===== config.mk =====
export PLATFORM = sky130hd
export DESIGN_NAME = vga_video_tx_flat
export DESIGN_NICKNAME = d
export VERILOG_FILES = /design/src/rtl/vga_video_tx_pkg.sv /design/src/rtl/vga_video_tx_if.sv /design/src/rtl/vga_video_tx_timing_counter.sv /design/src/rtl/vga_video_tx.sv /design/src/flat_wrapper.sv
export SDC_FILE = /design/constraint.sdc
export NUM_CORES = 1
export LEC_CHECK = 0
export BUFFER_PORTS_ARGS = -buffer_cell sky130_fd_sc_hd__buf_2
export CAP_MARGIN = 20
export CORE_ASPECT_RATIO = 1.1
export CORE_MARGIN = 5
export CORE_UTILIZATION = 35
export CTS_CLUSTER_SIZE = 28
export DETAILED_ROUTE_END_ITERATION = 12
export HOLD_SLACK_MARGIN = 0.05
export PLACE_DENSITY_LB_ADDON = 0.25
export SLEW_MARGIN = 0
export SYNTH_ARGS = -nofsm -noshare
export SYNTH_HDL_FRONTEND = slang
export SYNTH_SLANG_ARGS = --single-unit
export TNS_END_PERCENT = 100

===== constraint.sdc =====
create_clock -name pixel_clk -period 1.9 [get_ports pixel_clk]
set_input_delay 0.38 -clock pixel_clk [delete_from_list [all_inputs] [get_ports pixel_clk]]
set_output_delay 0.38 -clock pixel_clk [all_outputs]
set_load 0.005 [all_outputs]

===== src/rtl/vga_video_tx_pkg.sv =====
// Shared types and defaults for the VGA transmitter.
//   vga_timing_t : one complete set of horizontal/vertical timing values
//   VGA_640X480  : 640x480@60 timing, used as the module parameter defaults
//   state_e      : lock FSM states
//   rgb444_t     : 4:4:4 colour word, {r, g, b}
package vga_video_tx_pkg;

   typedef struct packed {
      int unsigned h_active;
      int unsigned h_fp;
      int unsigned h_sync;
      int unsigned h_bp;
      int unsigned v_active;
      int unsigned v_fp;
      int unsigned v_sync;
      int unsigned v_bp;
   } vga_timing_t;

   localparam vga_timing_t VGA_640X480 = '{
      h_active: 640, h_fp: 16, h_sync: 96, h_bp: 48,
      v_active: 480, v_fp: 10, v_sync: 2,  v_bp: 33
   };

   typedef enum logic {
      SYNC_WAIT = 1'b0,
      RUN       = 1'b1
   } state_e;

   typedef struct packed {
      logic [3:0] r;
      logic [3:0] g;
      logic [3:0] b;
   } rgb444_t;

   // Counter width for a 0..total-1 count; never narrower than one bit.
   function automatic int unsigned cnt_width(input int unsigned total);
      return (total > 1) ? int'($clog2(total)) : 1;
   endfunction

endpackage


===== src/rtl/vga_video_tx_if.sv =====
// Upstream pixel stream into the VGA transmitter.
//   pix_valid : word valid (source)
//   pix_ready : word consumed this cycle when pix_valid is also high (sink)
//   pix_rgb   : 4:4:4 colour word (source)
//   pix_sof   : first pixel of a frame (source)
interface vga_video_tx_if;
   import vga_video_tx_pkg::*;

   logic    pix_valid;
   logic    pix_ready;
   rgb444_t pix_rgb;
   logic    pix_sof;

   modport master (output pix_valid, output pix_rgb, output pix_sof, input pix_ready);
   modport slave  (input pix_valid, input pix_rgb, input pix_sof, output pix_ready);

endinterface


===== src/rtl/vga_video_tx_timing_counter.sv =====
// Horizontal/vertical raster counters and their position decodes.
//   pixel_clk, rst : clock, async active-high reset
//   enable         : 0 forces both counters to 0 on the next edge
//   active         : current position is inside the visible area
//   hs_int, vs_int : current position is inside the sync pulse (polarity-free)
//   at_origin      : current position is (0,0)
// Line order is active, front porch, sync, back porch.
module vga_timing_counter
   import vga_video_tx_pkg::*;
#(
   parameter int unsigned H_ACTIVE = VGA_640X480.h_active,
   parameter int unsigned H_FP     = VGA_640X480.h_fp,
   parameter int unsigned H_SYNC   = VGA_640X480.h_sync,
   parameter int unsigned H_BP     = VGA_640X480.h_bp,
   parameter int unsigned V_ACTIVE = VGA_640X480.v_active,
   parameter int unsigned V_FP     = VGA_640X480.v_fp,
   parameter int unsigned V_SYNC   = VGA_640X480.v_sync,
   parameter int unsigned V_BP     = VGA_640X480.v_bp
) (
   input  logic pixel_clk,
   input  logic rst,
   input  logic enable,
   output logic active,
   output logic hs_int,
   output logic vs_int,
   output logic at_origin
);

   localparam int unsigned H_TOTAL = H_ACTIVE + H_FP + H_SYNC + H_BP;
   localparam int unsigned V_TOTAL = V_ACTIVE + V_FP + V_SYNC + V_BP;
   localparam int unsigned HW = cnt_width(H_TOTAL);
   localparam int unsigned VW = cnt_width(V_TOTAL);

   localparam logic [HW-1:0] H_LAST     = HW'(H_TOTAL - 1);
   localparam logic [HW-1:0] H_ACT      = HW'(H_ACTIVE);
   localparam logic [HW-1:0] HS_FIRST   = HW'(H_ACTIVE + H_FP);
   localparam logic [HW-1:0] HS_LAST    = HW'(H_ACTIVE + H_FP + H_SYNC - 1);
   localparam logic [VW-1:0] V_LAST     = VW'(V_TOTAL - 1);
   localparam logic [VW-1:0] V_ACT      = VW'(V_ACTIVE);
   localparam logic [VW-1:0] VS_FIRST   = VW'(V_ACTIVE + V_FP);
   localparam logic [VW-1:0] VS_LAST    = VW'(V_ACTIVE + V_FP + V_SYNC - 1);

   logic [HW-1:0] h_cnt_q, h_cnt_d;
   logic [VW-1:0] v_cnt_q, v_cnt_d;

   always_comb begin
      h_cnt_d = h_cnt_q;
      v_cnt_d = v_cnt_q;
      if (!enable) begin
         h_cnt_d = '0;
         v_cnt_d = '0;
      end else if (h_cnt_q == H_LAST) begin
         h_cnt_d = '0;
         v_cnt_d = (v_cnt_q == V_LAST) ? '0 : v_cnt_q + VW'(1);
      end else begin
         h_cnt_d = h_cnt_q + HW'(1);
      end
   end

   always_ff @(posedge pixel_clk or posedge rst) begin
      if (rst) begin
         h_cnt_q <= '0;
         v_cnt_q <= '0;
      end else begin
         h_cnt_q <= h_cnt_d;
         v_cnt_q <= v_cnt_d;
      end
   end

   assign active    = (h_cnt_q < H_ACT) && (v_cnt_q < V_ACT);
   assign hs_int    = (h_cnt_q >= HS_FIRST) && (h_cnt_q <= HS_LAST);
   assign vs_int    = (v_cnt_q >= VS_FIRST) && (v_cnt_q <= VS_LAST);
   assign at_origin = (h_cnt_q == '0) && (v_cnt_q == '0);

endmodule


===== src/rtl/vga_video_tx.sv =====
// VGA transmitter: raster timing plus 4:4:4 RGB taken from an upstream stream.
//   pixel_clk, rst  : clock, async active-high reset
//   enable          : 0 idles all outputs and holds the raster at (0,0)
//   pix             : pixel stream sink (valid/ready/rgb/sof)
//   vga_r/g/b       : registered colour, 0 outside the visible area
//   vga_hsync/vsync : registered sync, asserted level set by HS_POL/VS_POL
//   frame_start     : pulse with pixel (0,0) on the VGA outputs
//   underflow       : pulse, visible pixel needed but no word was valid
//   frame_err       : pulse, SOF arrived away from (0,0)
//   locked          : stream is locked to the raster
//
// state     | meaning
// SYNC_WAIT | not locked; non-SOF words dropped, SOF word held until (0,0)
// RUN       | locked; one word consumed per visible pixel
module vga_video_tx
   import vga_video_tx_pkg::*;
#(
   parameter int unsigned H_ACTIVE = VGA_640X480.h_active,
   parameter int unsigned H_FP     = VGA_640X480.h_fp,
   parameter int unsigned H_SYNC   = VGA_640X480.h_sync,
   parameter int unsigned H_BP     = VGA_640X480.h_bp,
   parameter int unsigned V_ACTIVE = VGA_640X480.v_active,
   parameter int unsigned V_FP     = VGA_640X480.v_fp,
   parameter int unsigned V_SYNC   = VGA_640X480.v_sync,
   parameter int unsigned V_BP     = VGA_640X480.v_bp,
   parameter bit          HS_POL   = 1'b0,
   parameter bit          VS_POL   = 1'b0
) (
   input  logic            pixel_clk,
   input  logic            rst,
   input  logic            enable,
   vga_video_tx_if.slave   pix,
   output logic [3:0]      vga_r,
   output logic [3:0]      vga_g,
   output logic [3:0]      vga_b,
   output logic            vga_hsync,
   output logic            vga_vsync,
   output logic            frame_start,
   output logic            underflow,
   output logic            frame_err,
   output logic            locked
);

   logic active, hs_int, vs_int, at_origin;

   vga_timing_counter #(
      .H_ACTIVE (H_ACTIVE), .H_FP (H_FP), .H_SYNC (H_SYNC), .H_BP (H_BP),
      .V_ACTIVE (V_ACTIVE), .V_FP (V_FP), .V_SYNC (V_SYNC), .V_BP (V_BP)
   ) u_timing (
      .pixel_clk (pixel_clk),
      .rst       (rst),
      .enable    (enable),
      .active    (active),
      .hs_int    (hs_int),
      .vs_int    (vs_int),
      .at_origin (at_origin)
   );

   state_e  state_q, state_d;
   rgb444_t rgb_q, rgb_d;
   logic    hsync_q, hsync_d;
   logic    vsync_q, vsync_d;
   logic    fs_q, fs_d;
   logic    uf_q, uf_d;
   logic    fe_q, fe_d;
   logic    ready_c;

   always_comb begin
      state_d = state_q;
      rgb_d   = '0;
      hsync_d = ~HS_POL;
      vsync_d = ~VS_POL;
      fs_d    = 1'b0;
      uf_d    = 1'b0;
      fe_d    = 1'b0;
      ready_c = 1'b0;
      if (!enable) begin
         state_d = SYNC_WAIT;
      end else begin
         hsync_d = hs_int ? HS_POL : ~HS_POL;
         vsync_d = vs_int ? VS_POL : ~VS_POL;
         fs_d    = at_origin;
         unique case (state_q)
            SYNC_WAIT: begin
               if (pix.pix_valid && pix.pix_sof) begin
                  // The SOF word waits here (not consumed) until the raster reaches (0,0).
                  if (at_origin) begin
                     ready_c = 1'b1;
                     rgb_d   = pix.pix_rgb;
                     state_d = RUN;
                  end
               end else begin
                  ready_c = pix.pix_valid;
               end
            end
            RUN: begin
               if (active) begin
                  ready_c = 1'b1;
                  if (!pix.pix_valid) begin
                     uf_d    = 1'b1;
                     state_d = SYNC_WAIT;
                  end else if (pix.pix_sof && !at_origin) begin
                     // Leave the misplaced SOF word in place so it can start the next frame.
                     ready_c = 1'b0;
                     fe_d    = 1'b1;
                     state_d = SYNC_WAIT;
                  end else begin
                     rgb_d = pix.pix_rgb;
                  end
               end
            end
            default: state_d = SYNC_WAIT;
         endcase
      end
   end

   always_ff @(posedge pixel_clk or posedge rst) begin
      if (rst) begin
         state_q <= SYNC_WAIT;
         rgb_q   <= '0;
         hsync_q <= ~HS_POL;
         vsync_q <= ~VS_POL;
         fs_q    <= 1'b0;
         uf_q    <= 1'b0;
         fe_q    <= 1'b0;
      end else begin
         state_q <= state_d;
         rgb_q   <= rgb_d;
         hsync_q <= hsync_d;
         vsync_q <= vsync_d;
         fs_q    <= fs_d;
         uf_q    <= uf_d;
         fe_q    <= fe_d;
      end
   end

   // Ready is combinational, so it is masked while reset is held to keep the source from
   // seeing a handshake that the held-in-reset datapath cannot honour.
   assign pix.pix_ready = ready_c & ~rst;

   assign vga_r       = rgb_q.r;
   assign vga_g       = rgb_q.g;
   assign vga_b       = rgb_q.b;
   assign vga_hsync   = hsync_q;
   assign vga_vsync   = vsync_q;
   assign frame_start = fs_q;
   assign underflow   = uf_q;
   assign frame_err   = fe_q;
   assign locked      = (state_q == RUN);

endmodule


===== src/flat_wrapper.sv =====
// flat-port wrapper written by rule: the top's interface ports become plain ports
module vga_video_tx_flat import vga_video_tx_pkg::*;
#(
   parameter int unsigned H_ACTIVE = VGA_640X480.h_active,
   parameter int unsigned H_FP     = VGA_640X480.h_fp,
   parameter int unsigned H_SYNC   = VGA_640X480.h_sync,
   parameter int unsigned H_BP     = VGA_640X480.h_bp,
   parameter int unsigned V_ACTIVE = VGA_640X480.v_active,
   parameter int unsigned V_FP     = VGA_640X480.v_fp,
   parameter int unsigned V_SYNC   = VGA_640X480.v_sync,
   parameter int unsigned V_BP     = VGA_640X480.v_bp,
   parameter bit          HS_POL   = 1'b0,
   parameter bit          VS_POL   = 1'b0
)
  (pixel_clk, rst, enable, vga_r, vga_g, vga_b, vga_hsync, vga_vsync, frame_start, underflow, frame_err, locked, pix_pix_valid, pix_pix_rgb, pix_pix_sof, pix_pix_ready);
  vga_video_tx_if pix_i ();
  input  logic pixel_clk;
  input  logic rst;
  input  logic enable;
  output logic [3:0] vga_r;
  output logic [3:0] vga_g;
  output logic [3:0] vga_b;
  output logic vga_hsync;
  output logic vga_vsync;
  output logic frame_start;
  output logic underflow;
  output logic frame_err;
  output logic locked;
  input wire logic [$bits(pix_i.pix_valid)-1:0] pix_pix_valid;
  input wire logic [$bits(pix_i.pix_rgb)-1:0] pix_pix_rgb;
  input wire logic [$bits(pix_i.pix_sof)-1:0] pix_pix_sof;
  output wire logic [$bits(pix_i.pix_ready)-1:0] pix_pix_ready;
  assign pix_i.pix_valid = pix_pix_valid;
  assign pix_i.pix_rgb = pix_pix_rgb;
  assign pix_i.pix_sof = pix_pix_sof;
  assign pix_pix_ready = pix_i.pix_ready;
  vga_video_tx #(.H_ACTIVE(H_ACTIVE), .H_FP(H_FP), .H_SYNC(H_SYNC), .H_BP(H_BP), .V_ACTIVE(V_ACTIVE), .V_FP(V_FP), .V_SYNC(V_SYNC), .V_BP(V_BP), .HS_POL(HS_POL), .VS_POL(VS_POL)) u_core (.pixel_clk(pixel_clk), .rst(rst), .enable(enable), .pix(pix_i), .vga_r(vga_r), .vga_g(vga_g), .vga_b(vga_b), .vga_hsync(vga_hsync), .vga_vsync(vga_vsync), .frame_start(frame_start), .underflow(underflow), .frame_err(frame_err), .locked(locked));
endmodule

After elaboration in Yosys (flattened, before gate mapping) --
Index checks and enable logic that the tools add are counted.
Storage, ports and cells: register bits after elaboration 38, bits of input ports 17, output and inout bits 19, logic and storage cells 72
Operators by class: $add $sub $neg 2, magnitude comparators 6, equality and inequality tests 3, mux-type cells 38, bitwise operators 3, reductions and logical operators 9
Operators by type and width (number):
- two-way mux 12 bit | 6
- two-way mux 10 bit | 5
- two-way mux 1 bit | 24
- case mux 12 bit (2 select lines) | 1
- adder 10 x 1 -> 10 bit (second input constant) | 2
- equality test 10 bit (second input constant) | 2
- zero test 10 bit | 2
- greater-or-equal comparator 10 bit (second input constant) | 1
- greater-or-equal comparator 10 x 9 -> 1 bit (second input constant) | 1
- <= comparator 10 bit (second input constant) | 1
- <= comparator 10 x 9 -> 1 bit (second input constant) | 1
- less-than comparator 10 bit (second input constant) | 1
- less-than comparator 10 x 9 -> 1 bit (second input constant) | 1
- logical AND 1 bit | 6
- case mux 1 bit (2 select lines) | 2
- != test 2 x 1 -> 1 bit (second input constant) | 1
- inverter 1 bit | 2
- AND 1 bit | 1
- zero test 1 bit | 1

Logic depth before layout (Yosys ltp) --
Gate-level depths: netlist (run 1).
depth in word-level cells 10, mapped depth 7, depth with buffers taken out 6

Cells and area by module --
A second synthesis (run 1) with hierarchy kept.
Unflattened totals: cells, all modules 181, area total of the unflattened synthesis 1930.6 um^2
Modules (own cells, without submodules):
- vga_timing_counter | instances 1, cells an instance 131, area an instance 1263.7 um^2, sequential area each 500.5 um^2
- vga_video_tx | instances 1, cells an instance 50, area an instance 666.9 um^2, sequential area each 452.9 um^2

Worst setup path before layout (run 1) --
Ideal clock, no wire load.
path type flip-flop to output port, start reg u_core.u_timing.v_cnt_q[0], end out pix_pix_ready, arrival 1506 ps, path slack 14 ps, stages on the path, launching flop included 7, path buffers 0, path through dfrtp_1 > inv_1 > ha_1 > nor2b_1 > nand4_1 > o21a_1 > a2111oi_2
On the way: word-level cells in the longest chain between the ends 10, elaborated cells on any way between the ends 14, those cells by class order compare: 1; mux: 7; bitwise: 1; reduce/logical: 5
Ends and longest elaborated chain:
- start, declared | line vga_video_tx_timing_counter.sv:44 | logic [VW-1:0] v_cnt_q, v_cnt_d;
- start signal, assigned | line vga_video_tx_timing_counter.sv:66 | v_cnt_q <= v_cnt_d;
- parallel branches: the longest is 7 deep, another holds less-than comparator 10 x 9 -> 1 bit
- case mux 1 bit (2 select lines) * | line vga_video_tx.sv:83 | unique case (state_q)
- two-way mux 1 bit * | line vga_video_tx.sv:77 | if (!enable) begin
- AND 1 bit * | line vga_video_tx.sv:139 | assign pix.pix_ready = ready_c & ~rst;
- end, declared | line flat_wrapper.sv:32 | output wire logic [$bits(pix_i.pix_ready)-1:0] pix_pix_ready;
Every way passes the cells marked *.

Final worst setup path (run 1) --
start reg u_core.u_timing.v_cnt_q[7], end out pix_pix_ready
Same word-level chain as after synthesis.

==> results of run 1 <==
==> cells in the mapped netlist, types with 2 or more instances <==
cell type / count
xnor2_1: 7
nor4_1: 2
o31ai_1: 2
nand3_1: 11
ha_1: 4
nor3b_1: 6
o211ai_1: 2
and3_1: 3
o21a_1: 2
dfstp_2: 2
xor2_1: 2
or3_1: 6
and2_1: 2
o21ai_0: 7
or4_1: 3
nor3b_2: 7
nor2_1: 15
a21oi_1: 10
dfrtp_1: 36
nor3_1: 5
buf_2: 3
nand2_1: 5
inv_1: 10
nor2b_1: 2
nand4_1: 3
==> worst min-delay path: cells and delay by family <==
family / cells / cell delay [ns]
buffers and inverters: 3 / 0.43
==> per-layer routing <==
layer	vias up	global-route usage (%)
met5	-	0
met3	8	3.15
li1	735	-
met1	712	16.9
met2	45	21.4
met4	0	5.47
==> power breakdown <==
part / total (W) / switching, W / internal, W
sequential: 0.000835 / 0.00000873 / 0.000826
clock: 0.000544 / 0.000257 / 0.000288
combinational: 0.000160 / 0.0000884 / 0.0000717
total: 0.00154 / 0.000354 / 0.00119
==> area by class of cell <==
cell class / count / area (µm²) / area share, %
inverter: 10 / 37.5 / 1.56
sequential: 38 / 953 / 39.7
clock buffer: 7 / 86.3 / 3.59
tap: 58 / 72.6 / 3.02
timing repair buffer: 64 / 393 / 16.4
multi-input combinational: 118 / 860 / 35.8
==> through the flow <==
step                total power (W)  setup TNS (ns)  cells  hold WS (ns)  setup slack (ns)
floorplan                  0.000931               0    170         0.450            0.0143
global placement            0.00101          -0.176    288         0.444            -0.176
detailed placement          0.00101          -0.168    288         0.457            -0.168
CTS                         0.00156          -0.434    295         0.143            -0.434
global route                0.00162          -0.561    295         0.173            -0.555
finish                      0.00154          -0.410    295         0.151            -0.410
==> logic make-up (layout without fill, tap and decap cells) <==
kind of cell | after synthesis | in the layout
xor gates and xnor gates | 9 | 9
AOI/OAI and AO/OA | 26 | 26
adders and majority gates | 4 | 4
and+or+nand+nor | 78 | 78
buffers and inverters | 14 | 81
muxes | 1 | 1
DFF | 38 | 38
==> path summary, 6_finish.rpt <==
| check | start | cells after the start | endpoint | slack, ns |
|---|---|---|---|---|
| max in group asynchronous | rst | 3 | u_core.vga_hsync | 1.42 |
| min in group pixel_clk | pix_pix_rgb[8] | 2 | u_core.vga_r[0] | 0.34 |
| min reg2reg | u_core.u_timing.h_cnt_q[0] | 2 | u_core.u_timing.h_cnt_q[0] | 0.57 |
| max reg2reg | u_core.u_timing.h_cnt_q[6] | 6 | u_core.u_timing.v_cnt_q[4] | 0.08 |
| max | u_core.u_timing.v_cnt_q[7] | 5 | pix_pix_ready | -0.41 |
| min | rst | 3 | u_core.vga_r[0] | 0.15 |
==> cell usage in the layout (no fill, tap or decap), types with 3 or more instances in the layout <==
cell	instances
a21oi_1	7
a21oi_2	3
and3_1	3
buf_2	35
buf_4	29
clkbuf_8	6
dfrtp_1	36
ha_1	4
inv_1	10
nand2_1	5
nand3_1	11
nand4_1	3
nor2_1	15
nor3_1	5
nor3b_1	6
nor3b_2	7
o21ai_0	7
or3_1	6
or4_1	3
xnor2_1	7
==> timing repair <==
item | in CTS | in global routing
pin swaps | 4 | 2
endpoints found under the hold margin | 0 | 0
gates resized for setup | 1 | 7
setup endpoints to repair | 1 | 7
==> sequential cells by signal (all words and copies together) (netlist names) <==
name and cells:
u_core.vga_g 4, u_core.u_timing.h_cnt_q 10, u_core.vga_b 4, u_core.vga_vsync 1, u_core.frame_err 1, u_core.frame_start 1
u_core.u_timing.v_cnt_q 10, u_core.underflow 1, u_core.vga_hsync 1, u_core.vga_r 4, u_core.locked 1
==> results.yml, run 1 <==
logic_synthesis:
  syn_inst: 170
  synth_seq_cells: 38
  synth_top_cell_by_area: "dfrtp_1"
  synth_cell_types: 38
  synth.top_cell.area_share_pct: 49.3
  yosysWarnings: 0
  synth.top_cells.by_area: "dfrtp_1 (49%), nor3b_2 (4.8%), xnor2_1 (3.4%)"
  synth_compound_area_share_pct: 9.11
  syn_area_um2: 1830
  muxShareOfSynthArea_pct: 0.548
  synth_top_family_by_area: "simple AND/OR/NAND/NOR gates"
  synth_flop_cell: "dfrtp_1"
  syn_nets: 191
  synth_adder_area_share_pct: 2.74
  synth-simple-area-share_pct: 27.8
  ys_seq_area_share_pct: 52.2
  synth-xor-area-share_pct: 4.32
  avgSynthCellArea_um2: 10.7
  async_flop_share_pct: 100
  synth_edf_count: 0
power:
  peakVddDrop_uv: 245
  leakage_nw: 1.13
  p_per_area_nw_per_um2: 641
routing:
  viasPerCell: 5.08
  ant_nets: 0
  drc: 0
  drt_pass1_iterations: 4
  wl_met1_mm: 1.90
  via_count: 1500
  wl_per_cell_um: 14.1
  detail_route.wirelength_mm: 4.15
  dr_wl_met2_mm: 1.95
  top_layer: "met4"
  detail_route.iter0.violations: 56
  met3WireLength_um: 235
timing:
  fin_skew_ns: 0.00942
  max_slew_margin_pct: 78.1
  tightest_slew_ns: 0.329
  hold_violations: 0
  max_freq_ghz: 0.433
  rsz0062_at_grt: "true"
  setup_violations: 1
  finalCritPeriodShare_pct: 122
  fin_ws_ns: -0.410
  fin_crit_ns: 2.31
  report.final.slew_viol_count: 0
worst_setup_path:
  critical_path_class: "register to output port"
  cp_max_fo: 2
  cp_num_buf_inv: 1
  cpMaxStageDelayCell: "dfrtp_1"
  critical-path-top-delay-family: "compound AO/OA/AOI/OAI gates"
  cp-start-kind: "register"
  critPathMaxStageDelay_ns: 0.40
  end_kind: "output port"
  worstPathRequired_ns: 1.52
  crit_chain: "nor4_2 > nand4_1 > o21a_1 > a2111oi_4 > buf_2"
  arrival_ns: 1.93
grt:
  grt_max_degree: 24
  grt_overflow: 0
  grt_use_total_pct: 13.2
  grt_pass1_vias: 1472
  antenna_found_initial: 0
  grt_pass1_wl_mm: 7.01
finish:
  n_fill_cell: 470
  post-route-util_pct: 47.7
  final_nets: 258
  antenna_cells: 0
  area_delta_synth_final_pct: 31.5
  layout-drive-gt1-share_pct: 38.0
  fin_area_um2: 2400
cts:
  cts_made_buffers: 5
  hold_buffers: 0
  htreeDepth: 2
  clockRootBuffer: "clkbuf_8"
  clock-sinks: 38
  insertion_delay_ns: 0.29
  post-cts-setup-buffers: 0
  cts.clk_slew.worst_paths_ns: 0.07
  cts_tree: "done"
  cts.path.max_buffers: 2
run_status:
  status: "complete, but fails checks"
  violations: "negative setup slack"
floorplanning:
  rows: 27
  core_um2: 5030
  die-area_um2: 6770
  die_h_um: 85.8
  die_w_um: 78.9
  start_util_pct: 36.3
  ios: 36
placement:
  io_buffers: 35
  place.gp.congestion: 0.815
  dpl-instance-area_um2: 2270
  dp_hpwl_mm: 3.19
flow_run:
  drv_cap: 0
worst_hold_path:
  worst_hold_path_type: "primary input to async pin"
No activity file was read; power rests on OpenSTA's default activity.
==> run 2, diff against run 1 <==
==> constraint.sdc (replaced) <==
create_clock -name pixel_clk -period 2.6 [get_ports pixel_clk]
set_input_delay 0.52 -clock pixel_clk [delete_from_list [all_inputs] [get_ports pixel_clk]]
set_output_delay 0.52 -clock pixel_clk [all_outputs]
set_load 0.005 [all_outputs]
==> run 2 against run 1 <==
  * The run now ends clean
  * Clock-buffer cell count is the same
  * Non-clock buffer count down 23
  * Die area unchanged
  * Worst hold slack better by 0.16 ns
  * Sequential share of layout area up 3.4 points
  * Clock power is 24% lower
  * Power fell by 27%
  * Utilization down 3.6 points
  * Sequential power decreased by 27%
  * Critical path type unchanged
  * Critical endpoint unchanged
  * Largest power group unchanged
  * Highest routed layer unchanged
==> results.yml, run 2 (synthesis results as in run 1) <==
cts:
  insertion_delay_ns: 0.29
  hold_buffers: 0
  cts_made_buffers: 5
  clock-sinks: 38
  cts_tree: "done"
  clockRootBuffer: "clkbuf_8"
  cts.clk_slew.worst_paths_ns: 0.07
  htreeDepth: 2
  cts.path.max_buffers: 2
floorplanning:
  rows: 27
  start_util_pct: 36.3
  die_h_um: 85.8
  ios: 36
  die_w_um: 78.9
  die-area_um2: 6770
  core_um2: 5030
finish:
  antenna_cells: 0
  layout-drive-gt1-share_pct: 31.2
  fin_cells: 273
  layout_common_cells: "buf_2 (35), dfrtp_1 (34), nor2_1 (15), nand3_1 (11)"
  area_delta_synth_final_pct: 21.6
  final_nets: 235
  reg.largest.list: "u_core.u_timing.h_cnt_q x10, u_core.u_timing.v_cnt_q x10"
  final_common_cell: "buf_2"
grt:
  grt_pass1_wl_mm: 6.56
  grt_pass1_vias: 1324
  grt_max_degree: 25
  grt_overflow: 0
  grt_use_total_pct: 12.5
  antenna_found_initial: 0
worst_setup_path:
  critical_path_class: "register to output port"
  worstPathRequired_ns: 2.08
  crit_chain: "nor4_1 > nand3b_1 > o21a_1 > a2111oi_2 > buf_2"
  cp_max_fo: 7
  cpMaxStageDelayCell: "dfrtp_1"
  reg2regPathDepth: 5
  arrival_ns: 1.97
  critical_path_depth: 5
  end_kind: "output port"
  cp_num_buf_inv: 1
  r2r-start: "u_core.u_timing.h_cnt_q[0]"
  r2r_slack_ns: 0.62
  critical-path-top-delay-family: "compound AO/OA/AOI/OAI gates"
  critPathMaxStageDelay_ns: 0.45
  cp-start-kind: "register"
  r2r_end: "u_core.u_timing.v_cnt_q[9]"
routing:
  wl_per_cell_um: 14.6
  via_count: 1415
  drt_pass1_iterations: 4
  viasPerCell: 5.18
  detail_route.wirelength_mm: 3.97
  ant_nets: 0
  drc: 0
  detail_route.iter0.violations: 32
timing:
  fin_ws_ns: 0.106
  hold_violations: 0
  tightest_slew_ns: 0.629
  fin_skew_ns: 0.00489
  max_freq_ghz: 0.401
  finalCritPeriodShare_pct: 95.9
  max_slew_margin_pct: 57.9
  setup_violations: 0
  fin_crit_ns: 2.49
  report.final.slew_viol_count: 0
worst_hold_path:
  worst_hold_path_type: "primary input to async pin"
power:
  p_per_area_nw_per_um2: 506
  leakage_nw: 1.01
  peakVddDrop_uv: 194
placement:
  placed_cells: 263
  place.gp.congestion: 0.773
  dp_hpwl_mm: 2.87
  io_buffers: 35
  pre_cts_ws_ns: 0.340
run_status:
  status: "finished, final reports clean"
flow_run:
  drv_cap: 0
run 2: cell count changes in the layout (fill, tap and decap cells not counted), moves of 2 or more:
cell / before / now
dfrtp_1: 36 / 34
dfrtp_2: 0 / 2
a21oi_2: 3 / 0
a21oi_1: 7 / 10
buf_4: 29 / 5
run 2: how the worst max path moves through the flow:
| stage | startpoint | endpoint | slack, ns |
|---|---|---|---|
| after floorplan | u_core.u_timing.v_cnt_q[0] | pix_pix_ready | 0.57 |
| after global placement | u_core.u_timing.v_cnt_q[5] | pix_pix_ready | 0.35 |
| after detailed placement | u_core.u_timing.h_cnt_q[7] | pix_pix_ready | 0.34 |
| after CTS | u_core.u_timing.v_cnt_q[5] | pix_pix_ready | 0.007 |
| after global routing | u_core.u_timing.v_cnt_q[0] | pix_pix_ready | -0.01 |
| final | u_core.u_timing.v_cnt_q[3] | pix_pix_ready | 0.11 |
run 2: where the power goes:
part	internal, W	leakage, nW	switching (W)
logic	0.0000402	0.444	0.0000579
registers	0.000603	0.514	0.00000737
clock network	0.000214	0.0482	0.000202
total	0.000857	1.01	0.000268
run 2: worst register-to-register path: stages (launching register included):
cell	delay, ns
dfrtp_1	0.42
ha_1	0.23
and3_2	0.26
a31oi_2	0.27
or4_1	0.57
a21oi_1	0.15
run 2: layout make-up:
class / instances / area [µm²]
Clock buffer: 7 / 86.3
Fill cell: 491 / 2810
Sequential cell: 38 / 956
Inverter: 10 / 37.5
Clock inverter: 1 / 5.00
Multi-Input combinational cell: 118 / 831
Timing Repair Buffer: 41 / 233
Tap cell: 58 / 72.6
run 2: through the flow:
stage	setup TNS (ns)	hold slack, ns	instance area, µm²	util (%)	total power (W)
floorplan	0	0.475	1830	-	0.000680
global placement	0	0.515	2090	41.5	0.000722
detailed placement	0	0.523	2090	41.6	0.000723
CTS	0	0.322	2190	43.4	0.00114
global route	-0.0129	0.353	2220	44.1	0.00118
finish	0	0.313	2220	44.1	0.00112
run 2: metal layers:
layer | routed length (µm) | vias up | global-route usage, %
li1 | - | 692 | -
met1 | 1800 | 664 | 15.8
met2 | 1810 | 51 | 19.9
met3 | 288 | 8 | 3.26
met4 | 78 | 0 | 5.63
met5 | 0 | - | 0
run 2: timing repair:
item / CTS / global route
gates resized for setup: 0 / 5
endpoints found under the setup margin: 0 / 1
setup buffers: 0 / 2
